<file path="src/rtl/alu_issue_ctrl_pkg.sv">
// alu_issue_ctrl_pkg: shared ALU op codes, opcode match values, FSM state and decode record
package alu_issue_ctrl_pkg;
  localparam int XLEN = 32;
  localparam int RA_W = 5;
  localparam logic [1:0] ALU_ZERO = 2'b00;
  localparam logic [1:0] ALU_ADD = 2'b01;
  localparam logic [1:0] ALU_OR = 2'b10;
  localparam logic [16:0] OPC_ADD_W = 17'h00020;
  localparam logic [16:0] OPC_OR = 17'h0002A;
  localparam logic [9:0] OPC_ADDI_W = 10'h00A;
  localparam logic [9:0] OPC_ORI = 10'h00E;
  localparam logic [6:0] OPC_LU12I_W = 7'h0A;
  typedef enum logic [1:0] {IDLE, DECODE, EXEC, WB} state_t;
  typedef enum logic [1:0] {IMM_SEXT, IMM_ZEXT, IMM_LUI} imm_sel_t;
  typedef struct packed {
    logic legal;
    logic uses_rk;
    imm_sel_t imm_sel;
    logic [1:0] alu_op;
    logic [4:0] rd;
    logic [4:0] rj;
    logic [4:0] rk;
    logic [11:0] imm12;
    logic [19:0] imm20;
  } dec_t;
endpackage

</file>
<file path="src/rtl/alu_issue_ctrl_if.sv">
// alu_issue_ctrl_if: fetch handshake, register file and ALU signals of the issue controller
interface alu_issue_ctrl_if #(parameter int XLEN = 32, parameter int RA_W = 5);
  logic instr_valid;
  logic instr_ready;
  logic [31:0] instr;
  logic [RA_W-1:0] rf_raddr1;
  logic [RA_W-1:0] rf_raddr2;
  logic [XLEN-1:0] rf_rdata1;
  logic [XLEN-1:0] rf_rdata2;
  logic [XLEN-1:0] alu_a;
  logic [XLEN-1:0] alu_b;
  logic [1:0] alu_op;
  logic [XLEN-1:0] alu_result;
  logic rf_we;
  logic [RA_W-1:0] rf_waddr;
  logic [XLEN-1:0] rf_wdata;
  logic done;
  logic illegal;
  modport master (
    input instr_valid, instr, rf_rdata1, rf_rdata2, alu_result,
    output instr_ready, rf_raddr1, rf_raddr2, alu_a, alu_b, alu_op, rf_we, rf_waddr, rf_wdata, done, illegal
  );
  modport slave (
    output instr_valid, instr, rf_rdata1, rf_rdata2, alu_result,
    input instr_ready, rf_raddr1, rf_raddr2, alu_a, alu_b, alu_op, rf_we, rf_waddr, rf_wdata, done, illegal
  );
endinterface

</file>
<file path="src/rtl/alu_issue_ctrl_decode.sv">
// alu_issue_decode: combinational LoongArch decode of add.w/or/addi.w/ori/lu12i.w into operand selects
module alu_issue_decode
  import alu_issue_ctrl_pkg::*;
(
  input logic [31:0] instr,
  output dec_t dec
);
  logic is_add, is_or, is_addi, is_ori, is_lu;
  assign is_add = instr[31:15] == OPC_ADD_W;
  assign is_or = instr[31:15] == OPC_OR;
  assign is_addi = instr[31:22] == OPC_ADDI_W;
  assign is_ori = instr[31:22] == OPC_ORI;
  assign is_lu = instr[31:25] == OPC_LU12I_W;
  // field extraction and per-instruction operand selection
  always_comb begin
    dec.legal = is_add | is_or | is_addi | is_ori | is_lu;
    dec.uses_rk = is_add | is_or;
    dec.imm_sel = is_ori ? IMM_ZEXT : is_lu ? IMM_LUI : IMM_SEXT;
    dec.alu_op = (is_add | is_addi | is_lu) ? ALU_ADD : (is_or | is_ori) ? ALU_OR : ALU_ZERO;
    dec.rd = instr[4:0];
    dec.rj = instr[9:5];
    dec.rk = instr[14:10];
    dec.imm12 = instr[21:10];
    dec.imm20 = instr[24:5];
  end
endmodule

</file>
<file path="src/rtl/alu_issue_ctrl.sv">
// alu_issue_ctrl: four-state issue/writeback controller feeding a 2-bit-op ALU from the register file
module alu_issue_ctrl
  import alu_issue_ctrl_pkg::*;
#(
  parameter int XLEN = 32,
  parameter int RA_W = 5
) (
  input logic clk,
  input logic rst_n,
  alu_issue_ctrl_if.master bus
);
  state_t state;
  logic [31:0] ir;
  dec_t dec;
  logic [XLEN-1:0] imm, op_a, op_b;
  alu_issue_decode u_dec (.instr(ir), .dec(dec));
  assign imm = dec.imm_sel == IMM_ZEXT ? {{(XLEN-12){1'b0}}, dec.imm12}
             : dec.imm_sel == IMM_LUI ? {dec.imm20, 12'h000}
             : {{(XLEN-12){dec.imm12[11]}}, dec.imm12};
  assign op_a = dec.imm_sel == IMM_LUI ? '0 : bus.rf_rdata1;
  assign op_b = dec.uses_rk ? bus.rf_rdata2 : imm;
  assign bus.rf_raddr1 = dec.rj;
  assign bus.rf_raddr2 = dec.rk;
  assign bus.rf_waddr = dec.rd;
  assign bus.instr_ready = state == IDLE;
  assign bus.illegal = state == DECODE && !dec.legal;
  assign bus.done = state == WB || bus.illegal;
  assign bus.rf_we = state == WB && dec.rd != '0;
  // FSM plus operand and writeback registers; ALU operands hold between instructions
  always_ff @(posedge clk or negedge rst_n) begin
    if (!rst_n) begin
      state <= IDLE;
      ir <= '0;
      bus.alu_a <= '0;
      bus.alu_b <= '0;
      bus.alu_op <= ALU_ZERO;
      bus.rf_wdata <= '0;
    end else begin
      case (state)
        IDLE: if (bus.instr_valid) begin
          ir <= bus.instr;
          state <= DECODE;
        end
        DECODE: if (dec.legal) begin
          bus.alu_a <= op_a;
          bus.alu_b <= op_b;
          bus.alu_op <= dec.alu_op;
          state <= EXEC;
        end else begin
          bus.alu_op <= ALU_ZERO;
          state <= IDLE;
        end
        EXEC: begin
          bus.rf_wdata <= bus.alu_result;
          state <= WB;
        end
        default: state <= IDLE;
      endcase
    end
  end
endmodule

</file>
<file path="src/flat_wrapper.sv">
// flat-port wrapper written by rule: the top's interface ports become plain ports
module alu_issue_ctrl_flat import alu_issue_ctrl_pkg::*;
#(
  parameter int XLEN = 32,
  parameter int RA_W = 5
)
  (clk, rst_n, bus_instr_valid, bus_instr, bus_rf_rdata1, bus_rf_rdata2, bus_alu_result, bus_instr_ready, bus_rf_raddr1, bus_rf_raddr2, bus_alu_a, bus_alu_b, bus_alu_op, bus_rf_we, bus_rf_waddr, bus_rf_wdata, bus_done, bus_illegal);
  alu_issue_ctrl_if #(.XLEN(XLEN), .RA_W(RA_W)) bus_i ();
  input logic clk;
  input logic rst_n;
  input wire logic [$bits(bus_i.instr_valid)-1:0] bus_instr_valid;
  input wire logic [$bits(bus_i.instr)-1:0] bus_instr;
  input wire logic [$bits(bus_i.rf_rdata1)-1:0] bus_rf_rdata1;
  input wire logic [$bits(bus_i.rf_rdata2)-1:0] bus_rf_rdata2;
  input wire logic [$bits(bus_i.alu_result)-1:0] bus_alu_result;
  output wire logic [$bits(bus_i.instr_ready)-1:0] bus_instr_ready;
  output wire logic [$bits(bus_i.rf_raddr1)-1:0] bus_rf_raddr1;
  output wire logic [$bits(bus_i.rf_raddr2)-1:0] bus_rf_raddr2;
  output wire logic [$bits(bus_i.alu_a)-1:0] bus_alu_a;
  output wire logic [$bits(bus_i.alu_b)-1:0] bus_alu_b;
  output wire logic [$bits(bus_i.alu_op)-1:0] bus_alu_op;
  output wire logic [$bits(bus_i.rf_we)-1:0] bus_rf_we;
  output wire logic [$bits(bus_i.rf_waddr)-1:0] bus_rf_waddr;
  output wire logic [$bits(bus_i.rf_wdata)-1:0] bus_rf_wdata;
  output wire logic [$bits(bus_i.done)-1:0] bus_done;
  output wire logic [$bits(bus_i.illegal)-1:0] bus_illegal;
  assign bus_i.instr_valid = bus_instr_valid;
  assign bus_i.instr = bus_instr;
  assign bus_i.rf_rdata1 = bus_rf_rdata1;
  assign bus_i.rf_rdata2 = bus_rf_rdata2;
  assign bus_i.alu_result = bus_alu_result;
  assign bus_instr_ready = bus_i.instr_ready;
  assign bus_rf_raddr1 = bus_i.rf_raddr1;
  assign bus_rf_raddr2 = bus_i.rf_raddr2;
  assign bus_alu_a = bus_i.alu_a;
  assign bus_alu_b = bus_i.alu_b;
  assign bus_alu_op = bus_i.alu_op;
  assign bus_rf_we = bus_i.rf_we;
  assign bus_rf_waddr = bus_i.rf_waddr;
  assign bus_rf_wdata = bus_i.rf_wdata;
  assign bus_done = bus_i.done;
  assign bus_illegal = bus_i.illegal;
  alu_issue_ctrl #(.XLEN(XLEN), .RA_W(RA_W)) u_core (.clk(clk), .rst_n(rst_n), .bus(bus_i));
endmodule
</file>
<file path="config.mk">
export PLATFORM = sky130hd
export DESIGN_NAME = alu_issue_ctrl_flat
export DESIGN_NICKNAME = d
export VERILOG_FILES = /design/src/rtl/alu_issue_ctrl_pkg.sv /design/src/rtl/alu_issue_ctrl_if.sv /design/src/rtl/alu_issue_ctrl_decode.sv /design/src/rtl/alu_issue_ctrl.sv /design/src/flat_wrapper.sv
export SDC_FILE = /design/constraint.sdc
export NUM_CORES = 1
export LEC_CHECK = 0
export BUFFER_PORTS_ARGS = -buffer_cell sky130_fd_sc_hd__buf_2
export CAP_MARGIN = 40
export CORE_MARGIN = 2
export CORE_UTILIZATION = 44
export CTS_CLUSTER_SIZE = 25
export DETAILED_ROUTE_END_ITERATION = 10
export PLACE_DENSITY_LB_ADDON = 0.08
export SLEW_MARGIN = 20
export SYNTH_ARGS = -nofsm -noshare
export SYNTH_HDL_FRONTEND = slang
export SYNTH_HIERARCHICAL = 1
export SYNTH_SLANG_ARGS = --single-unit
</file>
<file path="constraint.sdc">
create_clock -name clk -period 2.1 [get_ports clk]
set_clock_uncertainty 0.2 [all_clocks]
set_input_delay 0.315 -clock clk [delete_from_list [all_inputs] [get_ports clk]]
set_output_delay 0.315 -clock clk [all_outputs]
set_load 0.02 [all_outputs]
</file>
==> impl_metrics.py <==
metrics = {
    "run_status": {
        "status": "complete, but fails checks",
        "violations": "negative setup slack",
    },
    "floorplan": {
        "dieArea_sq_um": 15400,
        "die_w_um": 124,
        "die_y_um": 124,
        "start_util": 0.453,
        "rows": 43,
        "core_area_sq_um": 14000,
        "ios": 248,
    },
    "grt": {
        "antenna_found_initial": 0,
        "overflow": 0,
        "grt_pass1_vias": 6082,
        "grt_pass1_wl_um": 31300,
        "grt_usage": 0.272,
        "grt_start_max_net_pins": 45,
    },
    "yosys": {
        "syn_area_per_cell_sq_um": 11.1,
        "synth_ff_type": "dfrtp_1",
        "synth_cell_types": 37,
        "ys_ff_latch": 132,
        "synth_edf_count": 0,
        "synthCells": 569,
        "syn-cell-area_sq_um": 6340,
        "ys_warn_count": 6,
        "ys_seq_area_frac": 0.521,
        "syn_nets": 700,
        "async_flop_share": 1.00,
    },
    "clock_network": {
        "cts.sinks": 132,
        "cts.htree.levels": 4,
        "path_clk_slew_ns": 0.06,
        "cts_tree": "built",
        "clock_path_buffers": 2,
        "cts_root_buf": "clkbuf_16",
        "insertion_delay_ns": 0.41,
        "numCtsBuffers": 17,
    },
    "worst_setup_path": {
        "worstSetupEndpointType": "output pin",
        "crit_path_max_fanout": 3,
        "worstPathArrival_ns": 1.90,
        "cp.required_ns": 1.58,
        "cp-start-kind": "register",
        "crit_type": "reg2out",
        "reg2regPathDepth": 11,
    },
    "timing": {
        "slew_headroom": 0.695,
        "max_freq_mhz": 415,
        "tns_ns": -16.20,
        "hold_ws_ns": 0.0000883,
        "rsz0062_at_grt": "yes",
        "min_period_ns": 2.41,
        "finalCritPeriodShare": 1.15,
        "tightest_slew_ns": 0.458,
        "finalHoldViolCount": 0,
        "setup_violations": 69,
        "slew_viol_final": 0,
        "setup_ws_ns": -0.312,
    },
    "detailed_routing": {
        "vias": 5654,
        "detail-route-antenna-nets": 0,
        "wl_per_cell_um": 19.0,
        "routed_wirelength_um": 21300,
        "dr.pass1.iters": 4,
        "drt_iter0_drc": 208,
        "drc": 0,
        "vias_per_cell": 5.04,
    },
    "placement": {
        "placed_area_sq_um": 7610,
        "dpl.hpwl_um": 11900,
        "gp_congestion": 0.799,
        "io_buffers": 247,
        "placedCellCount": 945,
    },
    "layout": {
        "layout_common_cells": "buf_2, dfrtp_1, dlygate4sd3_1",
        "nFillCells": 928,
        "final_area_sq_um": 10700,
        "finish.utilization": 0.762,
        "drive_above_1_share": 0.571,
        "num_antenna_cells": 0,
        "finalNonFillerCells": 1121,
        "multi_input_area_sq_um": 2930,
        "seqCellArea_sq_um": 3300,
        "nets": 1059,
        "layout_commonest_cell": "buf_2",
        "area_delta_synth_final_pct": 68.2,
    },
    "hold_path": {
        "hold_path_class": "in2reg",
        "hold_depth": 3,
    },
    "power": {
        "leakagePower_nw": 5.19,
        "ir_drop_mv": 0.578,
        "powerDensity_nw_per_um2": 1050,
    },
    "flow_run": {
        "max_cap_viol_count": 0,
    },
}
final cells by class:
| type | instances | area share |
|---|---|---|
| clock inverter | 12 | 0.0164 |
| sequential | 132 | 0.310 |
| inverter | 23 | 0.00810 |
| clock buffer | 20 | 0.0428 |
| multi-input combinational | 327 | 0.274 |
| timing repair buffer | 427 | 0.327 |
| tap | 180 | 0.0211 |
cell usage after synthesis (2+ instances only):
library cell | number | area [sq um]
nor3_1 | 2 | 10.0
o22ai_1 | 2 | 12.5
inv_1 | 23 | 86.3
nor2b_1 | 12 | 75.1
mux2i_1 | 20 | 200
buf_12 | 3 | 60.1
nor2_1 | 5 | 18.8
buf_2 | 14 | 70.1
a31oi_1 | 2 | 12.5
mux2_4 | 30 | 450
mux2_2 | 34 | 383
dfrtp_1 | 132 | 3300
a22oi_1 | 12 | 90.1
buf_4 | 53 | 398
a21oi_1 | 20 | 100
nand2_1 | 84 | 315
a22o_1 | 20 | 175
buf_6 | 2 | 22.5
o21ai_0 | 65 | 325
clkbuf_1 | 15 | 56.3
nand2b_1 | 3 | 18.8
power breakdown:
part,switching [W],internal (W),total (W)
sequential,0.000634,0.00338,0.00401
clock,0.00111,0.00205,0.00316
combinational,0.00223,0.00179,0.00402
total,0.00398,0.00722,0.0112
worst max-delay path: stages, from the launching register on:
cell      delay (ns)
dfrtp_1         0.41
nor4_4          0.36
nand4_2         0.15
o22ai_2         0.24
buf_6           0.14
a21boi_2        0.05
buf_6           0.13
metal layers:
metal  share of wire  global-route usage  up-vias
met5               0                   0        -
met4           0.020              0.0934        0
met3           0.060              0.0572       33
met2            0.53               0.487      210
met1            0.39               0.322     2771
li1                -                   -     2640
metrics by stage:
stage | total power (W) | setup WS, ns
2_1_floorplan | 0.00605 | -0.103
3_3_place_gp | 0.00715 | -0.0522
3_5_place_dp | 0.00723 | -0.151
4_1_cts | 0.0109 | -0.324
5_1_grt | 0.0117 | -0.402
6_report | 0.0112 | -0.312
state kept, by name, summed over array words and instances (netlist names):
signal and cells:
u_core/bus.alu_a 32, u_core/bus.alu_b 32, u_core/bus.alu_op 2, u_core/bus.rf_wdata 32, u_core/ir 32, u_core/state 2
repair_timing:
action                     CTS  global route
setup endpoints to repair   67            70
hold buffers               105             0
resized for setup          129            96
pin swaps                   51            36
buffers inserted            19             3
hold endpoints to repair   144             0
cloned                      19             2
worst paths after layout:
| kind | startpoint | to | slack, ns |
|---|---|---|---|
| worst max register to register | u_core/ir[24]$_DFFE_PN0P_ | u_core/bus.alu_a[22]$_DFFE_PN0P_ | -0.28 |
| worst min register to register | u_core/bus.alu_b[2]$_DFFE_PN0P_ | u_core/bus.alu_b[2]$_DFFE_PN0P_ | 0.28 |
| min in group asynchronous | rst_n | u_core/bus.alu_a[26]$_DFFE_PN0P_ | 0.21 |
| max in group asynchronous | rst_n | u_core/bus.rf_wdata[21]$_DFFE_PN0N_ | 0.91 |
| worst max-delay path | u_core/ir[24]$_DFFE_PN0P_ | bus_done | -0.31 |
| worst min-delay path | bus_rf_rdata2[8] | u_core/bus.alu_b[8]$_DFFE_PN0P_ | 0.00009 |
kinds of logic (layout without fill, tap and decap cells):
kind of cell	Yosys count	after routing	synth area share
and+or+nand+nor	117	117	0.0864
AOI/OAI and AO/OA	125	125	0.119
xor gates and xnor gates	1	1	0.00138
buffers and inverters	110	482	0.109
muxes	84	84	0.163
DFF	132	132	0.521
Power figures use the tool's default switching activity.
